==> src/rtl/ps_loop_ctrl.sv <==
`timescale 1ns/1ps
// ps_loop_ctrl: zero-overhead DO-UNTIL loop controller for the fetch stage.
// Holds a stack of nested loops. Only the innermost loop is compared with
// the fetch address. At its end address the controller either redirects
// fetch back to the loop start or retires the loop.
//
// Handshake note: this block has no valid/ready pairs. lp_push, lp_pop and
// fetch_en are single-cycle qualifiers sampled at the clk_fetch edge.
// lp_redirect is a combinational request that the fetch register consumes
// at that same edge. Nothing is held or stalled here.
module ps_loop_ctrl #(
  parameter int AW    = 16,
  parameter int CW    = 16,
  parameter int DEPTH = 4
) (
  input  logic                         clk_fetch,
  input  logic                         rst,
  input  logic                         lp_push,
  input  logic [AW-1:0]                lp_start_add,
  input  logic [AW-1:0]                lp_end_add,
  input  logic [CW-1:0]                lp_count,
  input  logic                         lp_pop,
  input  logic [AW-1:0]                ps_faddr,
  input  logic                         fetch_en,
  input  logic                         flush,
  output logic                         lp_redirect,
  output logic [AW-1:0]                lp_redirect_add,
  output logic                         lp_active,
  output logic [CW-1:0]                lp_cntr,
  output logic [$clog2(DEPTH+1)-1:0]   lp_depth,
  output logic                         lp_ovf,
  output logic                         lp_unf,
  output logic [1:0]                   dbg_state
);

  localparam int DW = $clog2(DEPTH+1);
  localparam int IW = (DEPTH > 1) ? $clog2(DEPTH) : 1;

  localparam logic [1:0] ST_EMPTY = 2'd0;
  localparam logic [1:0] ST_RUN   = 2'd1;
  localparam logic [1:0] ST_HALT  = 2'd2;

  logic [1:0]    state_q;
  logic [DW-1:0] depth_q;
  logic [AW-1:0] start_q [DEPTH];
  logic [AW-1:0] end_q   [DEPTH];
  logic [CW-1:0] cnt_q   [DEPTH];
  logic          ovf_q;
  logic          unf_q;

  logic [IW-1:0] top_idx;
  logic [IW-1:0] wr_idx;
  logic [AW-1:0] top_start;
  logic [AW-1:0] top_end;
  logic [CW-1:0] top_cnt;
  logic          end_hit;
  logic          retire;
  logic          dec;
  logic          skip;
  logic          do_pop;
  logic          do_push;
  logic          ovf_set;
  logic [DW-1:0] depth_mid;

  // Decode this cycle's loop events. Pops are applied before the push, so the
  // push slot is computed from the post-pop depth.
  always_comb begin
    top_idx   = IW'(depth_q - DW'(1));
    top_start = start_q[top_idx];
    top_end   = end_q[top_idx];
    top_cnt   = cnt_q[top_idx];
    end_hit   = (state_q == ST_RUN) && fetch_en && !flush && (ps_faddr == top_end);
    // A resident counter is never below 1, so "not 1" means "more to go".
    retire    = end_hit && (top_cnt == CW'(1));
    dec       = end_hit && !lp_pop && (top_cnt > CW'(1));
    skip      = (state_q != ST_HALT) && lp_push && (lp_count == '0) && fetch_en && !flush;
    do_pop    = (state_q == ST_RUN) && (lp_pop || retire);
    depth_mid = depth_q - DW'(do_pop);
    wr_idx    = IW'(depth_mid);
    do_push   = (state_q != ST_HALT) && lp_push && (lp_count != '0);
    ovf_set   = do_push && (depth_mid == DW'(DEPTH));
  end

  // Redirect request for the fetch register. A zero-count skip takes priority
  // because the DO-UNTIL being decoded is older than the fetch address.
  always_comb begin
    lp_redirect     = 1'b0;
    lp_redirect_add = '0;
    if (rst) begin
      if (skip) begin
        lp_redirect     = 1'b1;
        lp_redirect_add = lp_end_add + AW'(1);
      end else if (dec) begin
        lp_redirect     = 1'b1;
        lp_redirect_add = top_start;
      end
    end
  end

  // Stack, counter, depth, FSM and sticky flags. HALT freezes everything
  // until reset.
  always_ff @(posedge clk_fetch or negedge rst) begin
    if (!rst) begin
      state_q <= ST_EMPTY;
      depth_q <= '0;
      ovf_q   <= 1'b0;
      unf_q   <= 1'b0;
      for (int i = 0; i < DEPTH; i++) begin
        start_q[i] <= '0;
        end_q[i]   <= '0;
        cnt_q[i]   <= '0;
      end
    end else if (state_q != ST_HALT) begin
      if (lp_pop && (state_q == ST_EMPTY)) begin
        unf_q <= 1'b1;
      end
      if (dec) begin
        cnt_q[top_idx] <= top_cnt - CW'(1);
      end
      if (ovf_set) begin
        ovf_q   <= 1'b1;
        state_q <= ST_HALT;
      end else if (do_push) begin
        start_q[wr_idx] <= lp_start_add;
        end_q[wr_idx]   <= lp_end_add;
        cnt_q[wr_idx]   <= lp_count;
        depth_q         <= depth_mid + DW'(1);
        state_q         <= ST_RUN;
      end else begin
        depth_q <= depth_mid;
        state_q <= (depth_mid == '0) ? ST_EMPTY : ST_RUN;
      end
    end
  end

  // Registered status views.
  always_comb begin
    lp_active = (state_q == ST_RUN);
    lp_cntr   = (depth_q != '0) ? top_cnt : '0;
    lp_depth  = depth_q;
    lp_ovf    = ovf_q;
    lp_unf    = unf_q;
    dbg_state = state_q;
  end

endmodule

==> config.mk <==
export PLATFORM = sky130hd
export DESIGN_NAME = ps_loop_ctrl
export DESIGN_NICKNAME = d
export VERILOG_FILES = /design/src/rtl/ps_loop_ctrl.sv
export SDC_FILE = /design/constraint.sdc
export NUM_CORES = 1
export LEC_CHECK = 0
export BUFFER_PORTS_ARGS = -buffer_cell sky130_fd_sc_hd__buf_2
export CAP_MARGIN = 20
export CORE_UTILIZATION = 50
export DETAILED_ROUTE_END_ITERATION = 10
export MAX_ROUTING_LAYER = met4
export PLACE_DENSITY = 0.84
export SYNTH_ARGS = -nofsm -noshare
export SYNTH_HDL_FRONTEND = slang
export SYNTH_SLANG_ARGS = --single-unit
==> constraint.sdc <==
create_clock -name clk_fetch -period 5.7 [get_ports clk_fetch]
set_clock_uncertainty 0.15 [all_clocks]
set_input_delay 0.57 -clock clk_fetch [delete_from_list [all_inputs] [get_ports clk_fetch]]
set_output_delay 0.57 -clock clk_fetch [all_outputs]
set_load 0.05 [all_outputs]
==> results.sh, run 1 <==
export IMPL_fin_crit_sh_pct=95.0
export IMPL_ys_flop_type="dfrtp_1"
export IMPL_ys_warnings_count=0
export IMPL_multi_input_area_mm2=0.00528
export IMPL_drt_iter0_drc=542
export IMPL_start_util_pct=51.5
export IMPL_worst_pin_slew_ns=0.918
export IMPL_r2r_end="cnt_q[46]"
export IMPL_cts_resized=0
export IMPL_cp_top_family="compound AO/OA/AOI/OAI gates"
export IMPL_grt_antenna_before_repair=3
export IMPL_synth_xor_area_share_pct=4.40
export IMPL_avgViaCountPerCell=5.80
export IMPL_fillers=1645
export IMPL_startpoint="lp_depth[0]"
export IMPL_core_rowCount=52
export IMPL_rr_worst_depth=16
export IMPL_clock_latency_ns=0.44
export IMPL_cp_common_cell="o21ai_2"
export IMPL_grt_max_degree=78
export IMPL_power_frac_clock_pct=14.9
export IMPL_place_area_mm2=0.0114
export IMPL_cp_end_kind="primary output"
export IMPL_synth_top_family_by_area="multiplexers"
export IMPL_numClockSinks=199
export IMPL_crit_buf_inv=3
export IMPL_htreeDepth=4
export IMPL_path_class="register to primary output"
export IMPL_path_clk_slew_ns=0.07
export IMPL_cp_start_kind="register"
export IMPL_core_area_mm2=0.0205
export IMPL_pwr_share_comb_pct=54.7
export IMPL_status="finished clean"
export IMPL_synth_adder_area_share_pct=1.19
export IMPL_synthDistinctLibCells=48
export IMPL_avgSynthCellArea_um2=10.9
export IMPL_period_needed_ns=5.41
export IMPL_die_y_um=147
export IMPL_finalSetupViolCount=0
export IMPL_detail_route_wl_per_cell_um=19.8
export IMPL_syn_to_final_growth_pct=13.3
export IMPL_cp_data_arrival_time_ns=4.69
export IMPL_regArea_mm2=0.00498
export IMPL_vias=7795
export IMPL_cap_violations=0
export IMPL_p_leak_nw=5.50
export IMPL_place_inst=1308
export IMPL_synth_edf_count=0
export IMPL_rsz0062_at_grt="no"
export IMPL_numPortBuffers=110
export IMPL_grt_pass1_vias=8205
export IMPL_synth_mux_area_share_pct=24.6
export IMPL_place_gp_congestion=0.838
export IMPL_grtUsageTotal_pct=26.8
export IMPL_max_freq_mhz=185
export IMPL_synth_nets=1048
export IMPL_io_pin_count=111
export IMPL_clock_path_buffers=2
export IMPL_clockRootBuffer="clkbuf_16"
export IMPL_die_w_um=147
export IMPL_hold_buffers=0
export IMPL_async_flop_share_pct=100
export IMPL_slowest_delay_ns=0.54
export IMPL_synth_seq_cells=199
export IMPL_critPathMaxFanout=35
export IMPL_yosys_area_share_simple_pct=14.8
export IMPL_hold_class="input pin to async pin"
export IMPL_swShare_pct=44.0
export IMPL_cts_made_buffers=17
export IMPL_hpwl_mm=17.3
export IMPL_fin_area_mm2=0.0120
export IMPL_critPathRequiredTime_ns=4.98
export IMPL_drc_errors=0
export IMPL_layout_drive_gt1_share_pct=28.1
export IMPL_switchingPower_w=0.00359
export IMPL_gr_total_overflow=0
export IMPL_cts_setup_buffers=0
export IMPL_tns_ns=0
export IMPL_pwr_share_seq_pct=30.4
export IMPL_slew_viol_final=0
export IMPL_hold_viol_final=0
export IMPL_synthCells=968
export IMPL_postRouteAntennaNets=0
export IMPL_slew_headroom_pct=38.8
export IMPL_cp_slowest_cell="dfrtp_4"
export IMPL_crit_reg2reg_launch="lp_depth[0]"
export IMPL_synth_seq_area_share_pct=47.2
export IMPL_cp_depth=11
export IMPL_drt_total_wl_mm=26.5
export IMPL_power_density_mw_per_mm2=681
export IMPL_grt_pass1_wl_mm=43.4
export IMPL_finalNetCount=1137
export IMPL_ir_drop_v=0.000421
export IMPL_r2r_setup_slack_ns=0.36
export IMPL_fin_cells=1343
export IMPL_synth_compound_area_share_pct=4.81
export IMPL_dr_pass1_iters=7
export IMPL_synth_cell_area_mm2=0.0106
export IMPL_cts_tree="built"
export IMPL_internal_power_w=0.00456
export IMPL_critical_path_cell_chain="inv_1 -> ha_2 -> buf_12 -> mux2_2 -> a311o_1 -> nor4_1 -> o21ai_2 -> nor4b_4 -> o21ai_2 -> a211oi_1 -> buf_2"
export IMPL_die_area_mm2=0.0217
## flip-flops by register name (all words and copies together), names as in the netlist
signal,count
lp_unf,1
lp_depth,3
cnt_q,64
dbg_state,2
lp_ovf,1
end_q,64
start_q,64
## cells by family after synthesis
family                   after synthesis
AO/OA/AOI/OAI                         84
XOR/XNOR                              53
adder cells (fa/ha/maj)               10
buffers and inverters                 70
flip-flops                           199
multiplexers                         191
AND/OR/NAND/NOR                      361
## cell usage after synthesis, types with 2 or more instances
| cell | number | area (um^2) |
|---|---|---|
| ha_1 | 10 | 125 |
| and3_1 | 6 | 37.5 |
| clkbuf_1 | 36 | 135 |
| xor2_1 | 24 | 210 |
| inv_1 | 11 | 41.3 |
| nor3_1 | 13 | 65.1 |
| buf_4 | 3 | 22.5 |
| xnor2_1 | 29 | 254 |
| mux2_1 | 3 | 33.8 |
| nand2_1 | 245 | 920 |
| buf_1 | 7 | 26.3 |
| nor2b_1 | 3 | 18.8 |
| buf_6 | 3 | 33.8 |
| mux2_4 | 4 | 60.1 |
| a211oi_1 | 20 | 150 |
| buf_2 | 9 | 45.0 |
| o21ai_1 | 7 | 35.0 |
| nor2_1 | 39 | 146 |
| or3_1 | 3 | 18.8 |
| nand3_1 | 10 | 50.1 |
| nand2b_1 | 5 | 31.3 |
| o21ai_2 | 2 | 17.5 |
| and4_1 | 2 | 17.5 |
| and2_1 | 18 | 113 |
| mux2i_1 | 62 | 621 |
| mux4_2 | 45 | 1010 |
| mux2_2 | 77 | 867 |
| a21oi_1 | 2 | 10.0 |
| nor4_1 | 8 | 50.1 |
| a31oi_1 | 2 | 12.5 |
| o21ai_0 | 44 | 220 |
| nand4_1 | 2 | 12.5 |
| dfrtp_1 | 199 | 4980 |
## final cells by class
class / count / area share (%)
Multi-Input combinational cell: 699 / 44.1
Sequential cell: 199 / 41.7
Timing Repair Buffer: 129 / 5.97
Clock buffer: 19 / 3.70
Tap cell: 270 / 2.82
Clock inverter: 13 / 1.35
Inverter: 11 / 0.345
Antenna cell: 3 / 0.0627
## power by group through the flow
stage / Clock, W / Combinational (W) / Sequential (W)
5_1_grt: 0.00128 / 0.00482 / 0.00255
4_1_cts: 0.00123 / 0.00446 / 0.00247
3_5_place_dp: 0 / 0.00443 / 0.00249
2_1_floorplan: 0 / 0.00345 / 0.00242
6_report: 0.00121 / 0.00446 / 0.00248
3_3_place_gp: 0 / 0.00430 / 0.00245
## placed cells by master, fill, tap and decap left out, types with 3 or more instances in the layout
master and count:
o21ai_1 7, buf_2 109, ha_1 9, xnor2_1 29
nand2b_1 5, diode_2 3, clkbuf_16 17, and2_1 17
dfrtp_1 198, and3_1 5, nor2b_1 3, mux2_1 3
or3_1 3, nor4_1 8, o21ai_0 44, mux2_2 77
buf_4 18, mux4_2 45, nand3_1 10, inv_1 11
nor2_1 38, a211oi_1 20, clkinv_8 6, mux2_4 4
nor3_1 12, nand2_1 245, mux2i_1 62, xor2_1 24
## metal layers
layer  part of all wire [%]  track usage, %  vias to the layer above
li1                       -               -                     3522
met1                     42            33.9                     3917
met2                     50            43.6                      309
met3                    6.6            4.53                       47
met4                    2.3            8.87                        0
met5                      0               -                        -
## stage by stage
stage	hold WS, ns	setup slack, ns	utilization (%)	total power [W]
finish	0.00920	0.286	58.4	0.00815
global route	0.0463	0.0870	58.4	0.00865
CTS	0.0197	0.306	58.3	0.00816
detailed placement	0.298	0.400	55.4	0.00692
global placement	0.286	0.464	55.4	0.00675
floorplan	0.124	-0.343	-	0.00587
## how the worst max path moves through the flow
stage	to	slack, ns
after floorplan	lp_redirect_add[10]	-0.34
after global placement	cnt_q[37]	0.46
after detailed placement	cnt_q[39]	0.40
after CTS	lp_redirect_add[5]	0.31
after global routing	lp_redirect_add[5]	0.09
final	lp_redirect_add[5]	0.29
(Power assumes the default switching activity.)
==> run 2, diff against run 1 <==
--- a/config.mk
+++ b/config.mk
@@ -11,6 +11,7 @@
 export DETAILED_ROUTE_END_ITERATION = 10
 export MAX_ROUTING_LAYER = met4
 export PLACE_DENSITY = 0.84
+export REMOVE_ABC_BUFFERS = 1
 export SYNTH_ARGS = -nofsm -noshare
 export SYNTH_HDL_FRONTEND = slang
 export SYNTH_SLANG_ARGS = --single-unit
==> constraint.sdc (replaced) <==
create_clock -name clk_fetch -period 4.7 [get_ports clk_fetch]
set_clock_uncertainty 0.15 [all_clocks]
set_input_delay 0.47 -clock clk_fetch [delete_from_list [all_inputs] [get_ports clk_fetch]]
set_output_delay 0.47 -clock clk_fetch [all_outputs]
set_load 0.1 [all_outputs]
==> results.sh, run 2 (synthesized netlist as in run 1, its figures left out) <==
export IMPL_fin_crit_sh_pct=97.9
export IMPL_layout_commonest_cell="nand2_1"
export IMPL_core_area_mm2=0.0205
export IMPL_path_clk_slew_ns=0.08
export IMPL_status="finished clean"
export IMPL_numClockSinks=199
export IMPL_grtUsageTotal_pct=27.2
export IMPL_fillers=1581
export IMPL_slowest_delay_ns=0.48
export IMPL_cts_made_buffers=17
export IMPL_syn_to_final_growth_pct=17.9
export IMPL_cp_start_kind="register"
export IMPL_cts_setup_buffers=0
export IMPL_core_rowCount=52
export IMPL_htreeDepth=4
export IMPL_grt_max_degree=82
export IMPL_hpwl_mm=17.6
export IMPL_critical_path_cell_chain="inv_1 -> ha_4 -> buf_6 -> mux4_2 -> xnor2_1 -> nand4_1 -> or3_1 -> nor4b_4 -> o21ai_2 -> buf_6 -> a211oi_2 -> buf_12"
export IMPL_path_class="register to primary output"
export IMPL_drt_total_wl_mm=27.1
export IMPL_cts_tree="built"
export IMPL_hold_class="input pin to register"
export IMPL_worst_slack_ns=0.101
export IMPL_gr_total_overflow=0
export IMPL_die_w_um=147
export IMPL_hold_viol_final=0
export IMPL_drt_iter0_drc=657
export IMPL_numPortBuffers=110
export IMPL_drc_errors=0
export IMPL_worst_pin_slew_ns=0.904
export IMPL_multi_input_area_mm2=0.00537
export IMPL_avgViaCountPerCell=5.79
export IMPL_slew_headroom_pct=39.7
export IMPL_dr_pass1_iters=5
export IMPL_clock_path_buffers=2
export IMPL_clock_latency_ns=0.44
export IMPL_finalSetupViolCount=0
export IMPL_finalNetCount=1145
export IMPL_slew_viol_final=0
export IMPL_rsz0062_at_grt="yes"
export IMPL_start_util_pct=51.5
export IMPL_cp_slowest_cell="or3_1"
export IMPL_die_y_um=147
export IMPL_grt_pass1_wl_mm=44.1
export IMPL_die_area_mm2=0.0217
export IMPL_final_cell_mix="nand2_1 (245), dfrtp_1 (198), buf_2 (93)"
export IMPL_detail_route_wl_per_cell_um=20.1
export IMPL_layout_drive_gt1_share_pct=30.0
export IMPL_cp_top_family="simple AND/OR/NAND/NOR gates"
export IMPL_critPathRequiredTime_ns=4.08
export IMPL_postRouteAntennaNets=0
export IMPL_fin_area_mm2=0.0124
export IMPL_grt_pass1_vias=8245
export IMPL_regArea_mm2=0.00498
export IMPL_place_gp_congestion=0.877
export IMPL_grt_antenna_before_repair=1
export IMPL_crit_buf_inv=4
export IMPL_cp_common_cell="buf_6"
export IMPL_io_pin_count=111
export IMPL_clockRootBuffer="clkbuf_16"
export IMPL_max_freq_mhz=217
export IMPL_top_regs="cnt_q: 64 flops, end_q: 64 flops, start_q: 64 flops"
export IMPL_place_ws_ns=0.0786
export IMPL_cp_data_arrival_time_ns=3.98
export IMPL_cp_end_kind="primary output"
export IMPL_vias=7813
export IMPL_place_area_mm2=0.0117
export IMPL_period_needed_ns=4.60
export IMPL_critPathMaxFanout=17
export IMPL_cap_violations=0
[run 2: cell count changes in the layout (fill, tap and decap cells not counted), sizes merged]
cell / delta
clkbuf: -1
clkinv: -4
diode: -2
dlygate4sd3: +1
buf: +7
inv: +4
clkinvlp: -1
bufinv: +2
[run 2: tightest hold or removal path, cell delays in order]
cell	delay, ns
buf_2	0.11
nand2_1	0.05
nand2_1	0.05
[run 2: per-layer routing]
metal	track usage, %	up-vias	routed length, um
met2	43.3	339	13300
met3	5.03	46	2120
met1	35.5	3880	11200
met5	-	-	0
met4	7.94	0	443
li1	-	3548	-
[run 2: path summary, 6_finish.rpt]
path	startpoint	end	slack, ns	cells past startpoint
min in group asynchronous	rst	start_q[50]	0.48	2
min	lp_start_add[5]	start_q[5]	0.11	3
min reg2reg	lp_unf	lp_unf	0.31	1
max reg2reg	lp_depth[0]	cnt_q[37]	0.11	15
max in group asynchronous	rst	lp_depth[0]	2.50	3
max	lp_depth[0]	lp_redirect_add[4]	0.10	12
[run 2: layout make-up]
class | instances | share of cell area, %
multi-input cells | 699 | 43.1
flip-flops and latches | 199 | 40.0
clock buffers | 18 | 3.53
inverters | 11 | 0.332
diodes | 1 | 0.0201
well taps | 270 | 2.71
clock inverters | 14 | 1.43
repair buffers | 137 | 8.84
[run 2: per-stage QoR]
step,util [%],instances,setup TNS [ns],hold WS [ns]
floorplan,-,909,-926.89,0.0244
global placement,57.0,1314,0,0.291
detailed placement,57.0,1314,0,0.301
CTS,60.5,1347,0,0.0919
global route,60.7,1349,-0.157,0.105
finish,60.7,1349,0,0.105
[run 2: what timing repair did]
| action | in CTS | in global routing |
|---|---|---|
| pin swaps | 0 | 0 |
| hold buffers | 1 | 0 |
| hold endpoints to repair | 78 | 0 |
| gates cloned | 0 | 0 |
| endpoints found under the setup margin | 23 | 57 |
| gates resized for setup | 18 | 7 |
Power of run 2 is not shown: default switching activity piles up to over one toggle a cycle in this logic, so the estimate is an artifact.
